===== src/rtl/led7_pkg.sv =====
// Shared constants, glyphs and helpers for the multiplexed 7-segment scanner.
package led7_pkg;

  localparam int SEG_W  = 8;
  localparam int DIGITS = 4;
  localparam int IDX_W  = $clog2(DIGITS);

  // Segment and anode lines are active-low: all ones means dark.
  localparam logic [SEG_W-1:0]  SEG_OFF = 8'hFF;
  localparam logic [DIGITS-1:0] AN_OFF  = 4'hF;

  // Segment order is a..g, dp from bit 7 down to bit 0.
  localparam logic [SEG_W-1:0] GLYPH_0     = 8'h03;
  localparam logic [SEG_W-1:0] GLYPH_E     = 8'h61;
  localparam logic [SEG_W-1:0] GLYPH_BLANK = 8'hFF;

  // Width needed to hold a count of 0..div-1 (at least one bit).
  function automatic int cnt_width(input int div);
    return (div > 1) ? $clog2(div) : 1;
  endfunction

  // Active-low one-hot anode pattern selecting a single digit.
  function automatic logic [DIGITS-1:0] an_select(input logic [IDX_W-1:0] idx);
    logic [DIGITS-1:0] an;
    an      = AN_OFF;
    an[idx] = 1'b0;
    return an;
  endfunction

endpackage


===== src/rtl/led7_tick.sv =====
// Slot prescaler: counts clock cycles within a digit slot and steps the
// digit index each time the slot count wraps.
module led7_tick
  import led7_pkg::*;
#(
  parameter int DIV   = 50000,
  parameter int CNT_W = cnt_width(DIV)
) (
  input  logic             clk_i,
  input  logic             rst_ni,
  output logic [CNT_W-1:0] cnt,
  output logic             wrap,
  output logic [IDX_W-1:0] idx
);

  localparam logic [CNT_W-1:0] CNT_LAST = CNT_W'(DIV - 1);

  if (DIV < 2) begin : g_bad_div
    $error("led7_tick: DIV must be at least 2");
  end

  assign wrap = (cnt == CNT_LAST);

  // Slot counter and digit index; the index only moves on a slot wrap.
  always_ff @(posedge clk_i or negedge rst_ni) begin
    if (!rst_ni) begin
      cnt <= '0;
      idx <= '0;
    end else if (wrap) begin
      cnt <= '0;
      idx <= idx + IDX_W'(1);
    end else begin
      cnt <= cnt + CNT_W'(1);
    end
  end

endmodule


===== src/rtl/led7_scan.sv =====
// Four-digit multiplexed 7-segment driver with a double-buffered display
// image. New data is staged in a shadow copy and only swapped in at the
// frame boundary, so a frame is always drawn from one consistent image.
module led7_scan
  import led7_pkg::*;
#(
  parameter int DIV   = 50000,
  parameter int BLANK = 16
) (
  input  logic             clk_i,
  input  logic             rst_ni,
  input  logic [SEG_W-1:0] dig0_i,
  input  logic [SEG_W-1:0] dig1_i,
  input  logic [SEG_W-1:0] dig2_i,
  input  logic [SEG_W-1:0] dig3_i,
  input  logic [DIGITS-1:0] dig_en_i,
  input  logic             load_i,
  output logic             load_ack_o,
  output logic             frame_o,
  output logic [SEG_W-1:0] led7_seg_o,
  output logic [DIGITS-1:0] led7_an_o
);

  localparam int CNT_W = cnt_width(DIV);
  localparam logic [CNT_W-1:0] CNT_BLANK = CNT_W'(BLANK);
  localparam logic [IDX_W-1:0] IDX_LAST  = IDX_W'(DIGITS - 1);

  // Blanking needs at least one dark cycle and at least one lit cycle
  // per slot on top of the wrap cycle.
  if (BLANK < 1 || DIV < BLANK + 2) begin : g_bad_params
    $error("led7_scan: requires BLANK >= 1 and DIV >= BLANK + 2");
  end

  logic [CNT_W-1:0]  cnt_p0;
  logic [IDX_W-1:0]  idx_p0;
  logic              wrap_p0;
  logic              boundary_p0;

  logic [SEG_W-1:0]  dig_in   [DIGITS];
  logic [SEG_W-1:0]  shadow   [DIGITS];
  logic [DIGITS-1:0] shadow_en;
  logic [SEG_W-1:0]  active   [DIGITS];
  logic [DIGITS-1:0] active_en;
  logic              pending;

  logic [SEG_W-1:0]  seg_p1;
  logic [DIGITS-1:0] an_p1;
  logic              frame_p1;
  logic              ack_p1;

  led7_tick #(
    .DIV   (DIV),
    .CNT_W (CNT_W)
  ) u_tick (
    .clk_i  (clk_i),
    .rst_ni (rst_ni),
    .cnt    (cnt_p0),
    .wrap   (wrap_p0),
    .idx    (idx_p0)
  );

  // Last cycle of the last digit slot: the only point where the image swaps.
  assign boundary_p0 = wrap_p0 && (idx_p0 == IDX_LAST);

  // Gather the per-digit inputs into an array for indexed copies.
  always_comb begin
    dig_in[0] = dig0_i;
    dig_in[1] = dig1_i;
    dig_in[2] = dig2_i;
    dig_in[3] = dig3_i;
  end

  // Stage p0 -> p1: shadow capture, boundary swap and load acknowledge.
  // A load landing on the boundary itself goes straight to the active image
  // so it is not delayed by a whole frame; the older shadow is dropped.
  always_ff @(posedge clk_i or negedge rst_ni) begin
    if (!rst_ni) begin
      for (int i = 0; i < DIGITS; i++) begin
        shadow[i] <= GLYPH_BLANK;
        active[i] <= GLYPH_BLANK;
      end
      shadow_en <= '0;
      active_en <= '0;
      pending   <= 1'b0;
      ack_p1    <= 1'b0;
    end else begin
      ack_p1 <= 1'b0;
      if (load_i) begin
        for (int i = 0; i < DIGITS; i++) shadow[i] <= dig_in[i];
        shadow_en <= dig_en_i;
      end
      if (boundary_p0 && (load_i || pending)) begin
        if (load_i) begin
          for (int i = 0; i < DIGITS; i++) active[i] <= dig_in[i];
          active_en <= dig_en_i;
        end else begin
          for (int i = 0; i < DIGITS; i++) active[i] <= shadow[i];
          active_en <= shadow_en;
        end
        pending <= 1'b0;
        ack_p1  <= 1'b1;
      end else if (load_i) begin
        pending <= 1'b1;
      end
    end
  end

  // Stage p0 -> p1: registered segment/anode drive and frame marker.
  always_ff @(posedge clk_i or negedge rst_ni) begin
    if (!rst_ni) begin
      seg_p1   <= SEG_OFF;
      an_p1    <= AN_OFF;
      frame_p1 <= 1'b0;
    end else begin
      frame_p1 <= (cnt_p0 == '0) && (idx_p0 == '0);
      if (cnt_p0 < CNT_BLANK) begin
        seg_p1 <= SEG_OFF;
        an_p1  <= AN_OFF;
      end else begin
        seg_p1 <= active[idx_p0];
        an_p1  <= active_en[idx_p0] ? an_select(idx_p0) : AN_OFF;
      end
    end
  end

  assign led7_seg_o = seg_p1;
  assign led7_an_o  = an_p1;
  assign frame_o    = frame_p1;
  assign load_ack_o = ack_p1;

endmodule

===== config.mk =====
export PLATFORM = sky130hd
export DESIGN_NAME = led7_scan
export DESIGN_NICKNAME = d
export VERILOG_FILES = /design/src/rtl/led7_pkg.sv /design/src/rtl/led7_tick.sv /design/src/rtl/led7_scan.sv
export SDC_FILE = /design/constraint.sdc
export NUM_CORES = 1
export LEC_CHECK = 0
export ABC_AREA = 1
export ABC_CLOCK_PERIOD_IN_PS = 1630
export CAP_MARGIN = 10
export CORE_MARGIN = 3
export CORE_UTILIZATION = 50
export DETAILED_ROUTE_END_ITERATION = 8
export GPL_TIMING_DRIVEN = 0
export PLACE_DENSITY = 0.69
export RECOVER_POWER = 25
export SLEW_MARGIN = 15
export SYNTH_ARGS = -nofsm -noshare
export SYNTH_HDL_FRONTEND = slang
export SYNTH_SLANG_ARGS = --single-unit

===== constraint.sdc =====
create_clock -name clk_i -period 1.63 [get_ports clk_i]
set_input_delay 0.163 -clock clk_i [delete_from_list [all_inputs] [get_ports clk_i]]
set_output_delay 0.163 -clock clk_i [all_outputs]
set_load 0.01 [all_outputs]

After elaboration in Yosys (flattened, before gate mapping) --
Cells that the tools add are included.
Word-level totals: register bits 105, input bits 39, logic and storage cells 51, output and inout bits 14
Cells by class: mux-type cells 16, order comparisons 4, bitwise logic cells 2, eq/ne operators 2, add/subtract/negate cells 2, reduce and logical (&&, ||, !) cells 8
Operators with widths (count):
- 32-bit 2-to-1 mux | 1
- 8-bit 2-to-1 mux | 3
- 16-bit by 1-bit adder with 16-bit output, second input constant | 1
- 8-bit binary-select mux with 2-bit select | 1
- 16-bit equality test, second input constant | 1
- 16-bit zero test | 1
- 16-bit by 5-bit < comparator with 1-bit output, second input constant | 1
- 16-bit 2-to-1 mux | 1
- 4-bit 2-to-1 mux | 3
- 1-bit 2-to-1 mux | 5
- 1-bit logical AND | 4
- 4-bit NOT | 1
- 3-bit greater-or-equal comparator, second input constant | 1
- 2-bit by 3-bit < comparator with 1-bit output, second input constant | 1
- 2-bit NOT with 3-bit output | 1
- 2-bit by 1-bit adder with 2-bit output, second input constant | 1
- 1-bit binary-select mux with 2-bit select | 1
- 1-bit demux with 2-bit select | 1
- 2-bit equality test, second input constant | 1
- 2-bit by 1-bit greater-or-equal comparator with 1-bit output, second input constant | 1
- 2-bit zero test | 1
- 2-bit nonzero test | 1
- 1-bit logical OR | 1

Depth between registers and ports, before layout --
depth after elaboration 7, mapped depth 8, depth with buffers taken out 8

Modules after synthesis --
From an unflattened synthesis, not the netlist that was laid out.
Unflattened totals: cell total of the unflattened synthesis 553, area, all modules 4912.2 sq um
Modules (own cells, without submodules):
- led7_scan | cells an instance 421, instances 1, sequential area each 2272.2 sq um, area each 3896.2 sq um
- led7_tick | cells an instance 132, instances 1, sequential area each 450.4 sq um, area each 1016.0 sq um

Worst setup path before layout --
No wires, ideal clock.
path type register to register, from register u_tick.cnt[0], to register active_en[2], stages on the path, launching flop included 8, setup time 118 ps, period minus slack after synthesis 1393 ps, required time 1512 ps, arrival time 1275 ps, buffers on the path 1, slack 237 ps, cell sequence dfrtp_1 ha_1 nand3_2 nor2_2 nand4_4 buf_6 nand2_1 nand2_1
On the way: longest elaborated chain between the ends 3
Ends and longest elaborated chain:
- start: declaration | RTL line led7_tick.sv:11 | output logic [CNT_W-1:0] cnt,
- start signal: assignment | RTL line led7_tick.sv:33 | cnt <= cnt + CNT_W'(1);
- 16-bit equality test | RTL line led7_tick.sv:22 | assign wrap = (cnt == CNT_LAST);
- 1-bit logical AND | RTL line led7_scan.sv:63 | assign boundary_p0 = wrap_p0 && (idx_p0 == IDX_LAST);
- 1-bit logical AND | RTL line led7_scan.sv:92 | if (boundary_p0 && (load_i || pending)) begin
- end signal: assignment | RTL line led7_scan.sv:95 | active_en <= dig_en_i;
- end signal: assignment | RTL line led7_scan.sv:98 | active_en <= shadow_en;
- end: declaration | RTL line led7_scan.sv:43 | logic [DIGITS-1:0] active_en;
Every way passes these cells. A chain may end at the register's enable or synchronous reset.

Worst setup path after layout --
from register an_p1[2], in the netlist led7_an_o[2], to output led7_an_o[2]
RTL lines:
- start: declaration | RTL line led7_scan.sv:47 | logic [DIGITS-1:0] an_p1;
- start signal: assignment | RTL line led7_scan.sv:121 | an_p1 <= active_en[idx_p0] ? an_select(idx_p0) : AN_OFF;
- end: declaration | RTL line led7_scan.sv:21 | output logic [DIGITS-1:0] led7_an_o
No word-level cell between the ends.

==> flow_summary.toml <==
[final_layout]
diodes = 0
area_growth_pct = 22.51
final_cells = 760
drive_gt1_frac = 0.2456
final_area_mm2 = 0.005889
multi_input_area_mm2 = 0.001863
fillers = 821
final_core_util = 0.6344
regArea_mm2 = 0.002724
final_nets = 671

[critical_path]
path_cells = "clkdlybuf4s50_1"
path_max_fanout = 1
start_kind = "flip-flop"
cpPeakStageDelay_ns = 0.53
cp.required_ns = 1.47
cp.buffers_inverters = 1
criticalPathCategory = "reg2out"
cp_slowest_cell = "dfstp_2"
path_delay_family = "flip-flops"
end_kind = "output pin"
worst_ep_arrival_time_ns = 1.42

[sta]
final-max-slew-violation-count = 0
clock.fmax_mhz = 630.2
hold_ws_ns = 0.2821
slew-limit-headroom = 0.7060
hold_viol = 0
tightestPinTransition_ns = 0.4410
fin_crit_sh = 0.9735
fin_tns_setup_ns = 0
setup_viol = 0
clock_skew_ns = 0.005578
setup_slack_ns = 0.04322
fin_crit_ns = 1.587

[power]
power_switching_mw = 1.115
p_clk_frac = 0.351
p_int_mw = 3.594
p_seq_frac = 0.586
power_frac_comb = 0.063
powerDensity_mw_per_mm2 = 799.5
total_power_mw = 4.708
power.leakage_nw = 2.799
ir_worst_vdd_mv = 0.4555
p_sw_frac = 0.2368

[logic_synthesis]
yosysWarnings = 0
synthCells = 548
synth_edf_count = 0
synthesis.area_mm2 = 0.004807
synth_top_cell_area_share = 0.4154
ys_types = 27
ys_seq_area_frac = 0.5664
syn_nets = 593
synth_largest_area_cell = "dfstp_2"
ys.flop_type = "dfstp_2"
ys_seq_elements = 105
synth_area_per_cell_um2 = 8.772
synthArstFlopShare = 1.000
yosys-top-cells-area = "dfstp_2 (42%), nand2_1 (16%), dfrtp_1 (15%)"

[clock_network]
h-tree-depth = 3
cts_made_buffers = 9
clkSlewWorstSetupHoldPaths_ns = 0.10
clock-sinks = 105
cts_buffer_depth = 2
cts_tree = "done"
clock_latency_ns = 0.37
cts_root_buf = "clkbuf_8"

[global_route]
grt_overflow = 0
grt_pass1_vias = 3747
grt_first_pass_wirelength_mm = 18.30
grt_max_degree = 58
grt_usage = 0.2073
antenna_found_initial = 0

[run]
maxCapViolations = 0

[floorplan]
fp-row-count = 35
core-area_mm2 = 0.009284
start_util = 0.5178
die_y_um = 104.1
io_pins = 53
fp.dieW_um = 104.1
die-area_mm2 = 0.01083

[detailed_routing]
final_antenna_net_count = 0
drc_errors = 0
drt_wl_total_mm = 11.09
wl_per_cell_um = 14.60
firstDrtPassIters = 4
via_per_inst = 5.125
drtIter0Drc = 236
vias = 3895

[place]
dpl-instance-area_mm2 = 0.005518
hpwlAfterDp_mm = 7.600
place_ws_ns = -0.3527
port_buffers = 52
placed_cells = 730
globalplace.congestion = 0.8435

[min_path]
holdCritPathClass = "in2async"

[status]
status = "finished clean"
-- power groups by stage --
stage | clock network [mW] | registers, mW | logic (mW)
6_report | 1.65 | 2.76 | 0.297
5_1_grt | 1.80 | 2.77 | 0.340
4_1_cts | 1.69 | 2.76 | 0.304
3_5_place_dp | 0 | 2.80 | 0.301
3_3_place_gp | 0 | 2.80 | 0.286
2_1_floorplan | 0 | 2.80 | 0.111
-- worst paths after layout --
check | from | to | slack, ns | cells past startpoint
min in group clk_i | dig1_i[0] | shadow[16] | 0.31 | 3
worst min-delay path | rst_ni | u_tick.cnt[12] | 0.28 | 2
worst min register to register | active[23] | active[23] | 0.47 | 2
max in group asynchronous | rst_ni | shadow[22] | 0.69 | 3
worst max-delay path | led7_an_o[2] | led7_an_o[2] | 0.04 | 1
worst max register to register | u_tick.cnt[1] | u_tick.cnt[6] | 0.06 | 8
-- repair_timing --
action	4_1_cts	5_1_grt
hold buffers	1	0
gates cloned	0	3
hold endpoints to repair	10	0
pin swaps	1	4
buffers inserted	2	8
setup endpoints to repair	29	47
gates resized for setup	3	12
-- routing by layer --
metal / vias up / share of wire / routed length [um] / track usage
met1: 1843 / 0.45 / 5002 / 0.2887
li1: 1905 / - / - / -
met2: 120 / 0.47 / 5207 / 0.3213
met3: 27 / 0.058 / 640 / 0.04407
met4: 0 / 0.022 / 243 / 0.07597
met5: - / 0 / 0 / 0
-- flip-flops by register name, indices dropped and copies added, names as in the netlist --
register,cells
active_en,4
u_tick.cnt,16
load_ack_o,1
led7_an_o,4
shadow,32
led7_seg_o,8
shadow_en,4
active,32
frame_o,1
u_tick.idx,2
pending,1
-- cell usage after synthesis, types with 2 or more instances --
library cell,n
dfstp_2,76
clkbuf_1,4
nor2_4,2
inv_1,22
nor2_2,4
nor2_1,64
nand2_2,4
nand2_1,208
ha_1,6
buf_2,17
nand3_1,21
o21ai_0,20
xor2_1,10
nand3_2,2
buf_6,7
nand4_1,40
inv_2,3
dfrtp_1,29
-- cell type report --
type                            instances  area share
Clock inverter                          7     0.01338
Multi-Input combinational cell        390      0.3163
Buffer                                 29     0.03272
Inverter                               26     0.01721
Sequential cell                       105      0.4625
Clock buffer                            9     0.02103
Tap cell                              129     0.02741
Timing Repair Buffer                   65      0.1094
-- cells in the final DEF, fill, tap and decap left out, types with 2 or more instances in the layout --
master,synthesis,final
xor2_1,10,10
clkinv_4,0,4
clkdlybuf4s50_1,0,49
nor2_1,64,64
nand3_1,21,21
nand2_1,208,208
buf_6,7,7
o21ai_0,20,20
clkbuf_1,4,2
dlymetal6s2s_1,0,2
nand4_1,40,40
buf_4,0,10
clkbuf_2,0,3
inv_2,3,3
nand2_2,4,4
ha_1,6,5
dfrtp_1,29,28
buf_2,17,17
nor2_4,2,6
clkbuf_8,0,9
inv_1,22,22
dfstp_2,76,76
-- cells by family (layout without fill, tap and decap cells) --
family / count (synthesis) / in the layout / share of synthesized area
and+or+nand+nor: 349 / 351 / 0.3165
DFF: 105 / 105 / 0.5664
buffers and inverters: 55 / 136 / 0.05830
AOI/OAI and AO/OA: 23 / 23 / 0.02499
xor gates and xnor gates: 10 / 10 / 0.01822
adders and majority gates: 6 / 6 / 0.01562
(Power assumes the default switching activity.)
